[config.mk]
export PLATFORM = sky130hd
export DESIGN_NAME = ps2_key_decoder
export DESIGN_NICKNAME = d
export VERILOG_FILES = /design/src/rtl/ps2_defs.sv /design/src/rtl/ps2_ascii_lut.sv /design/src/rtl/ps2_key_decoder.sv
export SDC_FILE = /design/constraint.sdc
export NUM_CORES = 1
export LEC_CHECK = 0
export CAP_MARGIN = 40
export CORE_AREA = 4 4 92 94
export CTS_CLUSTER_SIZE = 8
export DETAILED_ROUTE_END_ITERATION = 6
export DIE_AREA = 0 0 96 98
export PLACE_DENSITY = 0.85
export SETUP_SLACK_MARGIN = 0.3
export SLEW_MARGIN = 20
export SYNTH_ARGS = -nofsm -noshare
export SYNTH_HDL_FRONTEND = slang
export SYNTH_SLANG_ARGS = --single-unit
[constraint.sdc]
create_clock -name clk -period 5.8 [get_ports clk]
set_clock_uncertainty 0.15 [all_clocks]
set_input_delay 1.16 -clock clk [delete_from_list [all_inputs] [get_ports clk]]
set_output_delay 1.16 -clock clk [all_outputs]
set_load 0.05 [all_outputs]
[src/rtl/ps2_defs.sv]
`default_nettype none
// ============================================================================
//  Package     : ps2_defs
//  Description : Shared scan-code constants, ASCII codes, decoder FSM state
//                encoding and the lookup-table entry type for the PS/2
//                key decoder.
//  Revision    : 1.0 - initial release
// ============================================================================
package ps2_defs;

    // Set-2 prefix and modifier scan codes
    localparam logic [7:0] SC_BREAK  = 8'hF0;
    localparam logic [7:0] SC_EXT    = 8'hE0;
    localparam logic [7:0] SC_LSHIFT = 8'h12;
    localparam logic [7:0] SC_RSHIFT = 8'h59;
    localparam logic [7:0] SC_CAPS   = 8'h58;
    localparam logic [7:0] SC_ENTER  = 8'h5A;
    localparam logic [7:0] SC_BKSP   = 8'h66;
    localparam logic [7:0] SC_TAB    = 8'h0D;
    localparam logic [7:0] SC_SPACE  = 8'h29;

    // Keyboard status / protocol bytes that never start a key sequence
    localparam logic [7:0] SC_PAUSE  = 8'hE1;
    localparam logic [7:0] SC_BAT_OK = 8'hAA;
    localparam logic [7:0] SC_ACK    = 8'hFA;
    localparam logic [7:0] SC_ECHO   = 8'hEE;
    localparam logic [7:0] SC_ERR0   = 8'h00;
    localparam logic [7:0] SC_ERR1   = 8'hFF;

    // Control characters produced by the decoder
    localparam logic [7:0] ASCII_CR  = 8'h0D;
    localparam logic [7:0] ASCII_BS  = 8'h08;
    localparam logic [7:0] ASCII_TAB = 8'h09;
    localparam logic [7:0] ASCII_SP  = 8'h20;

    // Scan-code sequence tracking states
    typedef enum logic [1:0] {
        ST_IDLE    = 2'd0,
        ST_EXT     = 2'd1,
        ST_BRK     = 2'd2,
        ST_EXT_BRK = 2'd3
    } kbd_state_t;

    // One lookup-table row: letters use the shift^caps rule, everything
    // else selects alt purely on shift (alt==base for keys without a
    // shifted form).
    typedef struct packed {
        logic       hit;
        logic       letter;
        logic [7:0] base;
        logic [7:0] alt;
    } lut_entry_t;

    // Bytes that are dropped when seen outside a key sequence
    function automatic logic is_status_byte(input logic [7:0] code);
        return (code == SC_PAUSE) || (code == SC_BAT_OK) || (code == SC_ACK) ||
               (code == SC_ECHO)  || (code == SC_ERR0)   || (code == SC_ERR1);
    endfunction

endpackage : ps2_defs
`default_nettype wire

[src/rtl/ps2_ascii_lut.sv]
`default_nettype none
// ============================================================================
//  Module      : ps2_ascii_lut
//  Description : Combinational set-2 scan code to ASCII translation (US
//                layout) with Shift and CapsLock handling.
//  Revision    : 1.0 - initial release
// ============================================================================
module ps2_ascii_lut
    import ps2_defs::*;
(
    input  logic       shift_i,
    input  logic       caps_i,
    input  logic [7:0] code_i,
    output logic       hit_o,
    output logic [7:0] ascii_o
);

    lut_entry_t w_e;
    logic       w_use_alt;

    // Table of every key that produces a character
    always_comb begin
        w_e = '{1'b0, 1'b0, 8'h00, 8'h00};
        case (code_i)
            // letters
            8'h1C: w_e = '{1'b1, 1'b1, 8'h61, 8'h41};
            8'h32: w_e = '{1'b1, 1'b1, 8'h62, 8'h42};
            8'h21: w_e = '{1'b1, 1'b1, 8'h63, 8'h43};
            8'h23: w_e = '{1'b1, 1'b1, 8'h64, 8'h44};
            8'h24: w_e = '{1'b1, 1'b1, 8'h65, 8'h45};
            8'h2B: w_e = '{1'b1, 1'b1, 8'h66, 8'h46};
            8'h34: w_e = '{1'b1, 1'b1, 8'h67, 8'h47};
            8'h33: w_e = '{1'b1, 1'b1, 8'h68, 8'h48};
            8'h43: w_e = '{1'b1, 1'b1, 8'h69, 8'h49};
            8'h3B: w_e = '{1'b1, 1'b1, 8'h6A, 8'h4A};
            8'h42: w_e = '{1'b1, 1'b1, 8'h6B, 8'h4B};
            8'h4B: w_e = '{1'b1, 1'b1, 8'h6C, 8'h4C};
            8'h3A: w_e = '{1'b1, 1'b1, 8'h6D, 8'h4D};
            8'h31: w_e = '{1'b1, 1'b1, 8'h6E, 8'h4E};
            8'h44: w_e = '{1'b1, 1'b1, 8'h6F, 8'h4F};
            8'h4D: w_e = '{1'b1, 1'b1, 8'h70, 8'h50};
            8'h15: w_e = '{1'b1, 1'b1, 8'h71, 8'h51};
            8'h2D: w_e = '{1'b1, 1'b1, 8'h72, 8'h52};
            8'h1B: w_e = '{1'b1, 1'b1, 8'h73, 8'h53};
            8'h2C: w_e = '{1'b1, 1'b1, 8'h74, 8'h54};
            8'h3C: w_e = '{1'b1, 1'b1, 8'h75, 8'h55};
            8'h2A: w_e = '{1'b1, 1'b1, 8'h76, 8'h56};
            8'h1D: w_e = '{1'b1, 1'b1, 8'h77, 8'h57};
            8'h22: w_e = '{1'b1, 1'b1, 8'h78, 8'h58};
            8'h35: w_e = '{1'b1, 1'b1, 8'h79, 8'h59};
            8'h1A: w_e = '{1'b1, 1'b1, 8'h7A, 8'h5A};
            // digit row
            8'h45: w_e = '{1'b1, 1'b0, 8'h30, 8'h29};
            8'h16: w_e = '{1'b1, 1'b0, 8'h31, 8'h21};
            8'h1E: w_e = '{1'b1, 1'b0, 8'h32, 8'h40};
            8'h26: w_e = '{1'b1, 1'b0, 8'h33, 8'h23};
            8'h25: w_e = '{1'b1, 1'b0, 8'h34, 8'h24};
            8'h2E: w_e = '{1'b1, 1'b0, 8'h35, 8'h25};
            8'h36: w_e = '{1'b1, 1'b0, 8'h36, 8'h5E};
            8'h3D: w_e = '{1'b1, 1'b0, 8'h37, 8'h26};
            8'h3E: w_e = '{1'b1, 1'b0, 8'h38, 8'h2A};
            8'h46: w_e = '{1'b1, 1'b0, 8'h39, 8'h28};
            // punctuation
            8'h0E: w_e = '{1'b1, 1'b0, 8'h60, 8'h7E};
            8'h4E: w_e = '{1'b1, 1'b0, 8'h2D, 8'h5F};
            8'h55: w_e = '{1'b1, 1'b0, 8'h3D, 8'h2B};
            8'h54: w_e = '{1'b1, 1'b0, 8'h5B, 8'h7B};
            8'h5B: w_e = '{1'b1, 1'b0, 8'h5D, 8'h7D};
            8'h5D: w_e = '{1'b1, 1'b0, 8'h5C, 8'h7C};
            8'h4C: w_e = '{1'b1, 1'b0, 8'h3B, 8'h3A};
            8'h52: w_e = '{1'b1, 1'b0, 8'h27, 8'h22};
            8'h41: w_e = '{1'b1, 1'b0, 8'h2C, 8'h3C};
            8'h49: w_e = '{1'b1, 1'b0, 8'h2E, 8'h3E};
            8'h4A: w_e = '{1'b1, 1'b0, 8'h2F, 8'h3F};
            // whitespace / editing keys: unaffected by modifiers
            SC_SPACE: w_e = '{1'b1, 1'b0, ASCII_SP,  ASCII_SP};
            SC_ENTER: w_e = '{1'b1, 1'b0, ASCII_CR,  ASCII_CR};
            SC_BKSP:  w_e = '{1'b1, 1'b0, ASCII_BS,  ASCII_BS};
            SC_TAB:   w_e = '{1'b1, 1'b0, ASCII_TAB, ASCII_TAB};
            default:  w_e = '{1'b0, 1'b0, 8'h00, 8'h00};
        endcase
    end

    // CapsLock only inverts the case of letters
    assign w_use_alt = w_e.letter ? (shift_i ^ caps_i) : shift_i;
    assign hit_o     = w_e.hit;
    assign ascii_o   = w_use_alt ? w_e.alt : w_e.base;

endmodule : ps2_ascii_lut
`default_nettype wire

[src/rtl/ps2_key_decoder.sv]
`default_nettype none
// ============================================================================
//  Module      : ps2_key_decoder
//  Description : Turns set-2 scan-code bytes into ASCII characters, tracking
//                break/extended prefixes, Shift and CapsLock, and queues the
//                characters in an output FIFO with a valid/ready handshake.
//  Revision    : 1.0 - initial release
// ============================================================================
module ps2_key_decoder
    import ps2_defs::*;
#(
    parameter int FIFO_DEPTH = 8
) (
    input  logic       clk,
    input  logic       reset,
    input  logic [7:0] scan_code,
    input  logic       scan_valid,
    output logic [7:0] ascii_out,
    output logic       ascii_valid,
    input  logic       ascii_ready,
    output logic       overflow,
    output logic       caps_on
);

    localparam int AW = (FIFO_DEPTH > 1) ? $clog2(FIFO_DEPTH) : 1;

    // ------------------------------------------------------------------
    // Decoder state
    // ------------------------------------------------------------------
    kbd_state_t state_q, state_d;
    logic       shift_l_q, shift_l_d;
    logic       shift_r_q, shift_r_d;
    logic       caps_on_q, caps_on_d;
    logic       caps_held_q, caps_held_d;
    logic       push_q, push_d;
    logic [7:0] push_char_q, push_char_d;

    logic       w_lut_hit;
    logic [7:0] w_lut_ascii;

    ps2_ascii_lut u_lut (
        .shift_i (shift_l_q | shift_r_q),
        .caps_i  (caps_on_q),
        .code_i  (scan_code),
        .hit_o   (w_lut_hit),
        .ascii_o (w_lut_ascii)
    );

    // Decoder state and modifier registers
    always_ff @(posedge clk) begin
        if (reset) begin
            state_q     <= ST_IDLE;
            shift_l_q   <= 1'b0;
            shift_r_q   <= 1'b0;
            caps_on_q   <= 1'b0;
            caps_held_q <= 1'b0;
            push_q      <= 1'b0;
            push_char_q <= 8'h00;
        end else begin
            state_q     <= state_d;
            shift_l_q   <= shift_l_d;
            shift_r_q   <= shift_r_d;
            caps_on_q   <= caps_on_d;
            caps_held_q <= caps_held_d;
            push_q      <= push_d;
            push_char_q <= push_char_d;
        end
    end

    // Next-state: prefix tracking plus make/break actions on each strobe
    always_comb begin
        state_d     = state_q;
        shift_l_d   = shift_l_q;
        shift_r_d   = shift_r_q;
        caps_on_d   = caps_on_q;
        caps_held_d = caps_held_q;
        push_d      = 1'b0;
        push_char_d = push_char_q;
        if (scan_valid) begin
            case (state_q)
                ST_IDLE: begin
                    if (scan_code == SC_BREAK) begin
                        state_d = ST_BRK;
                    end else if (scan_code == SC_EXT) begin
                        state_d = ST_EXT;
                    end else if (!is_status_byte(scan_code)) begin
                        case (scan_code)
                            SC_LSHIFT: shift_l_d = 1'b1;
                            SC_RSHIFT: shift_r_d = 1'b1;
                            SC_CAPS: begin
                                // typematic repeats of CapsLock must not re-toggle
                                if (!caps_held_q) begin
                                    caps_on_d   = ~caps_on_q;
                                    caps_held_d = 1'b1;
                                end
                            end
                            default: begin
                                if (w_lut_hit) begin
                                    push_d      = 1'b1;
                                    push_char_d = w_lut_ascii;
                                end
                            end
                        endcase
                    end
                end
                ST_EXT: begin
                    // extended keys produce no characters
                    state_d = (scan_code == SC_BREAK) ? ST_EXT_BRK : ST_IDLE;
                end
                ST_BRK: begin
                    case (scan_code)
                        SC_LSHIFT: shift_l_d   = 1'b0;
                        SC_RSHIFT: shift_r_d   = 1'b0;
                        SC_CAPS:   caps_held_d = 1'b0;
                        default:   ;
                    endcase
                    state_d = ST_IDLE;
                end
                ST_EXT_BRK: begin
                    state_d = ST_IDLE;
                end
                default: begin
                    state_d = ST_IDLE;
                end
            endcase
        end
    end

    // ------------------------------------------------------------------
    // Output FIFO: pointers carry one extra wrap bit
    // ------------------------------------------------------------------
    logic [7:0]  mem_q [FIFO_DEPTH];
    logic [AW:0] wr_ptr_q, wr_ptr_d;
    logic [AW:0] rd_ptr_q, rd_ptr_d;
    logic        overflow_q, overflow_d;

    logic w_empty;
    logic w_full;
    logic w_pop;
    logic w_wr_en;

    assign w_empty = (wr_ptr_q == rd_ptr_q);
    assign w_full  = (wr_ptr_q[AW] != rd_ptr_q[AW]) &&
                     (wr_ptr_q[AW-1:0] == rd_ptr_q[AW-1:0]);
    assign w_pop   = !w_empty && ascii_ready;
    // a pop in the same cycle frees the slot, so a full FIFO still accepts
    assign w_wr_en = push_q && (!w_full || w_pop);

    // Pointer and sticky-overflow next-state
    always_comb begin
        wr_ptr_d   = wr_ptr_q;
        rd_ptr_d   = rd_ptr_q;
        overflow_d = overflow_q;
        if (w_wr_en) begin
            wr_ptr_d = wr_ptr_q + {{AW{1'b0}}, 1'b1};
        end
        if (w_pop) begin
            rd_ptr_d = rd_ptr_q + {{AW{1'b0}}, 1'b1};
        end
        if (push_q && w_full && !w_pop) begin
            overflow_d = 1'b1;
        end
    end

    // FIFO pointers and overflow flag
    always_ff @(posedge clk) begin
        if (reset) begin
            wr_ptr_q   <= '0;
            rd_ptr_q   <= '0;
            overflow_q <= 1'b0;
        end else begin
            wr_ptr_q   <= wr_ptr_d;
            rd_ptr_q   <= rd_ptr_d;
            overflow_q <= overflow_d;
        end
    end

    // Character storage; contents are don't-care outside the valid window
    always_ff @(posedge clk) begin
        if (w_wr_en) begin
            mem_q[wr_ptr_q[AW-1:0]] <= push_char_q;
        end
    end

    assign ascii_valid = !w_empty;
    assign ascii_out   = w_empty ? 8'h00 : mem_q[rd_ptr_q[AW-1:0]];
    assign overflow    = overflow_q;
    assign caps_on     = caps_on_q;

endmodule : ps2_key_decoder
`default_nettype wire

* Yosys cells after proc, flatten, opt, wreduce, memory -nomap -nowiden
Memories as Yosys holds them, arrays and structs flattened. A register that Yosys moved wholly into a read port is not among the register bits.
Index checks and enable logic that the tools add are counted.
** Operators by class
- Bitwise logic cells :: 10
- $add $sub $neg :: 2
- Multiplexer cells :: 31
- Reductions and logical operators :: 26
- Equal/unequal tests :: 26
** Operators with widths (number)
- $eq 8x8->1 const B :: 7
- $reduce_and 7->1 :: 5
- $mux 1 :: 19
- $mux 18 :: 1
- $eq 8x7->1 const B :: 2
- $mux 8 :: 2
- $ne 2x2->1 const B :: 7
- $reduce_or 9->1 :: 1
- $add 4x1->4 const B :: 2
- $eq 8x5->1 const B :: 1
- $logic_not 8->1 :: 1
- $not 1->1 :: 8
- $logic_or 1x1->1 :: 6
- $mux 2 :: 3
- $mux 3 :: 2
- $pmux 1 s2 :: 3
- $pmux 2 s3 :: 1
- $logic_and 1x1->1 :: 5
- $eq 2x2->1 const B :: 2
- $eq 4x4->1 :: 1
- $ne 2x1->1 const B :: 2
- $eq 3x3->1 :: 1
- $logic_not 1->1 :: 3
- $ne 3x3->1 const B :: 1
- other kinds (9) :: 9
** Storage, ports and cells
- Memories :: 2
- Bits in read-only memories :: 2048
- Flip-flop bits (word level) :: 24
- Bits in writable memories :: 64
** Memories
- (name not given) :: depth 128, width 16, read ports 1, clocked after Yosys merged registers in 0, wr ports 0, RTL line ps2_ascii_lut.sv:24 : case (code_i)
- mem_q :: depth 8, width 8, read ports 1, clocked after Yosys merged registers in 1, wr ports 1, RTL line ps2_key_decoder.sv:132 : logic [7:0] mem_q [FIFO_DEPTH];

* Longest topological paths before layout
- Word-level depth :: 10
- Depth in mapped cells :: 11
- Gate-level depth less buffers :: 8

* Cells and area by module
From an unflattened synthesis, not the netlist that was laid out.
** Second synthesis, totals
- Cell total of the unflattened synthesis :: 546
- Area, all modules :: 5710.5 µm²
** Modules (own cells, without submodules)
- ps2_key_decoder :: instances 1, cells each 262, area each 3806.2 µm²
- ps2_ascii_lut :: instances 1, cells each 284, area each 1904.3 µm²

* Worst setup path after synthesis
No wires, ideal clock.
- Kind :: input-to-reg
- From :: input port scan_code[1]
- To :: register push_char_q[2]
- Buffers on the path :: 1
- Slack :: 1.896 ns
- Arrival time :: 3.629 ns
- Cell stages on the path :: 9
- Required time :: 5.525 ns
- Cell sequence :: clkbuf_1 > inv_1 > ha_1 > nor2b_1 > a311oi_1 > or4b_2 > o211ai_4 > mux2_4 > o41a_1
** On the way
- Word-level cells in the longest chain between the ends :: 8
** Ends and longest elaborated chain
- from (decl) :: RTL line ps2_key_decoder.sv:16 : input logic [7:0] scan_code,
- parallel branches: the longest is 8 deep, another holds $mem_v2 128x16
- to (signal assigned) :: RTL line ps2_key_decoder.sv:66 : push_char_q <= push_char_d;
- to (decl) :: RTL line ps2_key_decoder.sv:36 : logic [7:0] push_char_q, push_char_d;
Several ways; the timed one is not identified.
A chain may end at the register's enable or synchronous reset.

* Worst setup path after layout
Same ends and word-level chain as after synthesis.

==> impl_metrics.yaml <==
run_status:
  outcome: "finished clean"
pwr:
  vdd_drop_max_v: 0.000105
  switching_power_uw: 334
  p_clk_frac: 0.332
  p_per_area_nw_per_um2: 229
  intPower_uw: 908
  power_switching_share: 0.269
  power_frac_comb: 0.160
  p_leak_nw: 1.87
  seqPwrFrac: 0.507
  p_total_mw: 1.24
clocking:
  cts_max_path_buffers: 2
  cts_tree: "yes"
  root_buffer: "clkbuf_8"
  insertion_delay_ps: 340
  numCtsBuffers: 9
  htreeDepth: 3
  ctsHoldBuffers: 0
  cts_setup_buffers: 0
  clk_pin_slew_ps: 80
  cts.sinks: 82
  cts.repair.resized: 0
placement:
  routabilityCongestion: 1.00
  io_buffers: 21
  place_area_um2: 5230
  dp_hpwl_mm: 9.79
  post-place-cells: 563
finish:
  nets: 494
  fin_area_um2: 5440
  final_cells: 579
  diodes: 0
  drive_above_1_share: 0.130
  area_delta_synth_final_pct: 9.00
logic_synthesis:
  synth-edff-count: 56
  synth_most_common_cell: "edfxtp_1"
  synth_common_cells: "56 x edfxtp_1, 34 x nor2_1, 27 x nand2_1, 26 x a21oi_1, 26 x dfxtp_1"
  synthArstFlopShare: 0
  yosys_most_used_dff: "edfxtp_1"
  synth_area_per_cell_um2: 10.6
  synth_top_area_cell: "edfxtp_1"
  synthCells: 469
  synth.distinct_cells: 74
  synth_area_leaders: "edfxtp_1 34%, dfxtp_1 10%, mux4_2 7.7%"
  ys_seq_area_frac: 0.441
  synthesis.area_um2: 4990
  synth-seq-cells: 82
  yosysWarnings: 0
  synth_fp_nets: 491
  synth_top_cell_area_share: 0.337
critical_path:
  crit_family: "buffers and inverters"
  path_cells: "clkdlybuf4s50_1 > inv_1 > ha_1 > nand2b_1 > a311oi_1 > or4b_2 > o211ai_4 > mux2_4 > o41a_1"
  slowest_delay_ps: 750
  critPathBufInv: 2
  worst_path_max_delay_cell: "or4b_2"
  r2r_cells: 6
  path_max_fanout: 16
  crit_path_end_kind: "flip-flop"
  r2r_slack_ps: 3290
  arrival_ps: 4690
  path_depth: 9
  worst-endpoint-required_ps: 5870
  path_class: "input pin to flip-flop"
  start_kind: "input pin"
sta:
  final.setup.tns_ps: 0
  rsz0062_at_grt: "false"
  tightest_slew_ps: 766
  fin_crit_ps: 4610
  fmax_mhz: 217
  setup_viol: 0
  hold_viol: 0
  hold_slack_ps: 331
  fin_crit_sh: 0.795
  final_max_slew_viol_count: 0
  relSlewSlack: 0.487
drt:
  ant_nets: 0
  viasPerCell: 6.92
  wl_per_cell_um: 23.3
  drtIter0Drc: 249
  dr.pass1.iters: 4
  totalWireLength_mm: 13.5
  drcViolationCount: 0
  route.vias.total: 4006
global_routing:
  antenna_found_initial: 0
  grt_max_degree: 45
  grt_overflow_total: 0
  grt_usage: 0.295
  grt_pass1_wl_mm: 20.9
  first_global_vias: 3800
min_path:
  min_path_type: "flip-flop to flip-flop"
  holdPathStages: 2
die:
  num_rows: 32
  initial_core_util: 0.652
  die-area_um2: 9410
  core_area_um2: 7650
  dieWidth_um: 96
  die_y_um: 98
  io_pins: 23
flow_run:
  drv_cap: 0
==> per-stage QoR <==
stage	utilization	worst slack (ps)
5_1_grt	0.711	963
4_1_cts	0.711	1240
6_report	0.711	1190
2_1_floorplan	-	1900
3_5_place_dp	0.684	875
3_3_place_gp	0.681	972
==> worst min-delay path: stages, from the launching register on <==
cell,delay (ps)
dfxtp_1,340
a31oi_1,40
nor2_1,70
==> power by group through the flow <==
stage                     logic, mW  clock network, mW  registers, mW
after floorplan               0.142                  0          0.639
after global placement        0.189                  0          0.645
after detailed placement      0.194                  0          0.644
after CTS                     0.195              0.415          0.631
after global routing          0.213              0.440          0.631
final                         0.199              0.413          0.630
==> layout make-up <==
type,count,area [µm²]
Clock buffer,12,178
Inverter,11,41.3
Clock inverter,4,28.8
Timing Repair Buffer,30,288
Fill cell,535,2210
Sequential cell,82,2200
Multi-Input combinational cell,338,2570
Tap cell,102,128
==> routing by layer <==
metal / part of all wire / global-route usage / routed length [µm] / vias to the layer above
met5: 0 / 0 / 0 / -
met4: 0.046 / 0.150 / 623 / 0
met3: 0.074 / 0.0393 / 1000 / 46
met2: 0.51 / 0.491 / 6820 / 225
met1: 0.37 / 0.370 / 5040 / 1918
li1: - / - / - / 1817
==> cell usage in the layout (no fill, tap or decap), types with 7 or more instances in the layout <==
master,synthesis,final
nor2b_1,8,8
nor2_1,34,34
nand2_1,27,27
a21oi_1,26,26
edfxtp_1,56,56
ha_1,10,10
mux4_2,17,17
nand2b_1,23,23
inv_1,11,11
mux2i_1,17,17
nor3_1,11,11
clkbuf_8,0,9
clkdlybuf4s50_1,0,20
nand3_1,14,14
a311oi_1,7,7
o21ai_0,17,17
dfxtp_1,26,26
==> worst paths after layout <==
check	endpoint	from
setup reg to reg	mem_q[4][0]$_DFFE_PP_	wr_ptr_q[0]$_SDFFE_PP0P_
hold / removal	caps_held_q$_SDFFE_PP0P_	caps_held_q$_SDFFE_PP0P_
setup / recovery	push_char_q[2]$_SDFFE_PP0P_	scan_code[1]
hold reg to reg	caps_held_q$_SDFFE_PP0P_	caps_held_q$_SDFFE_PP0P_
==> sequential cells by signal (all words and copies together), names as in the netlist, named ones only <==
name and cells:
caps_held_q 1, caps_on 1, mem_q 56, overflow 1, push_char_q 7, push_q 1, rd_ptr_q 4, shift_l_q 1
shift_r_q 1, state_q 2, wr_ptr_q 4
==> cells by family after synthesis <==
| family | after synthesis | synth area share |
|---|---|---|
| and+or+nand+nor | 150 | 0.159 |
| AOI/OAI and AO/OA | 128 | 0.189 |
| DFF | 82 | 0.441 |
| buffers and inverters | 49 | 0.0429 |
| muxes | 40 | 0.126 |
| adders and majority gates | 10 | 0.0251 |
| xor gates and xnor gates | 9 | 0.0158 |
| other | 1 | 0.000752 |
Note: power is estimated with default switching activity, not from simulation.
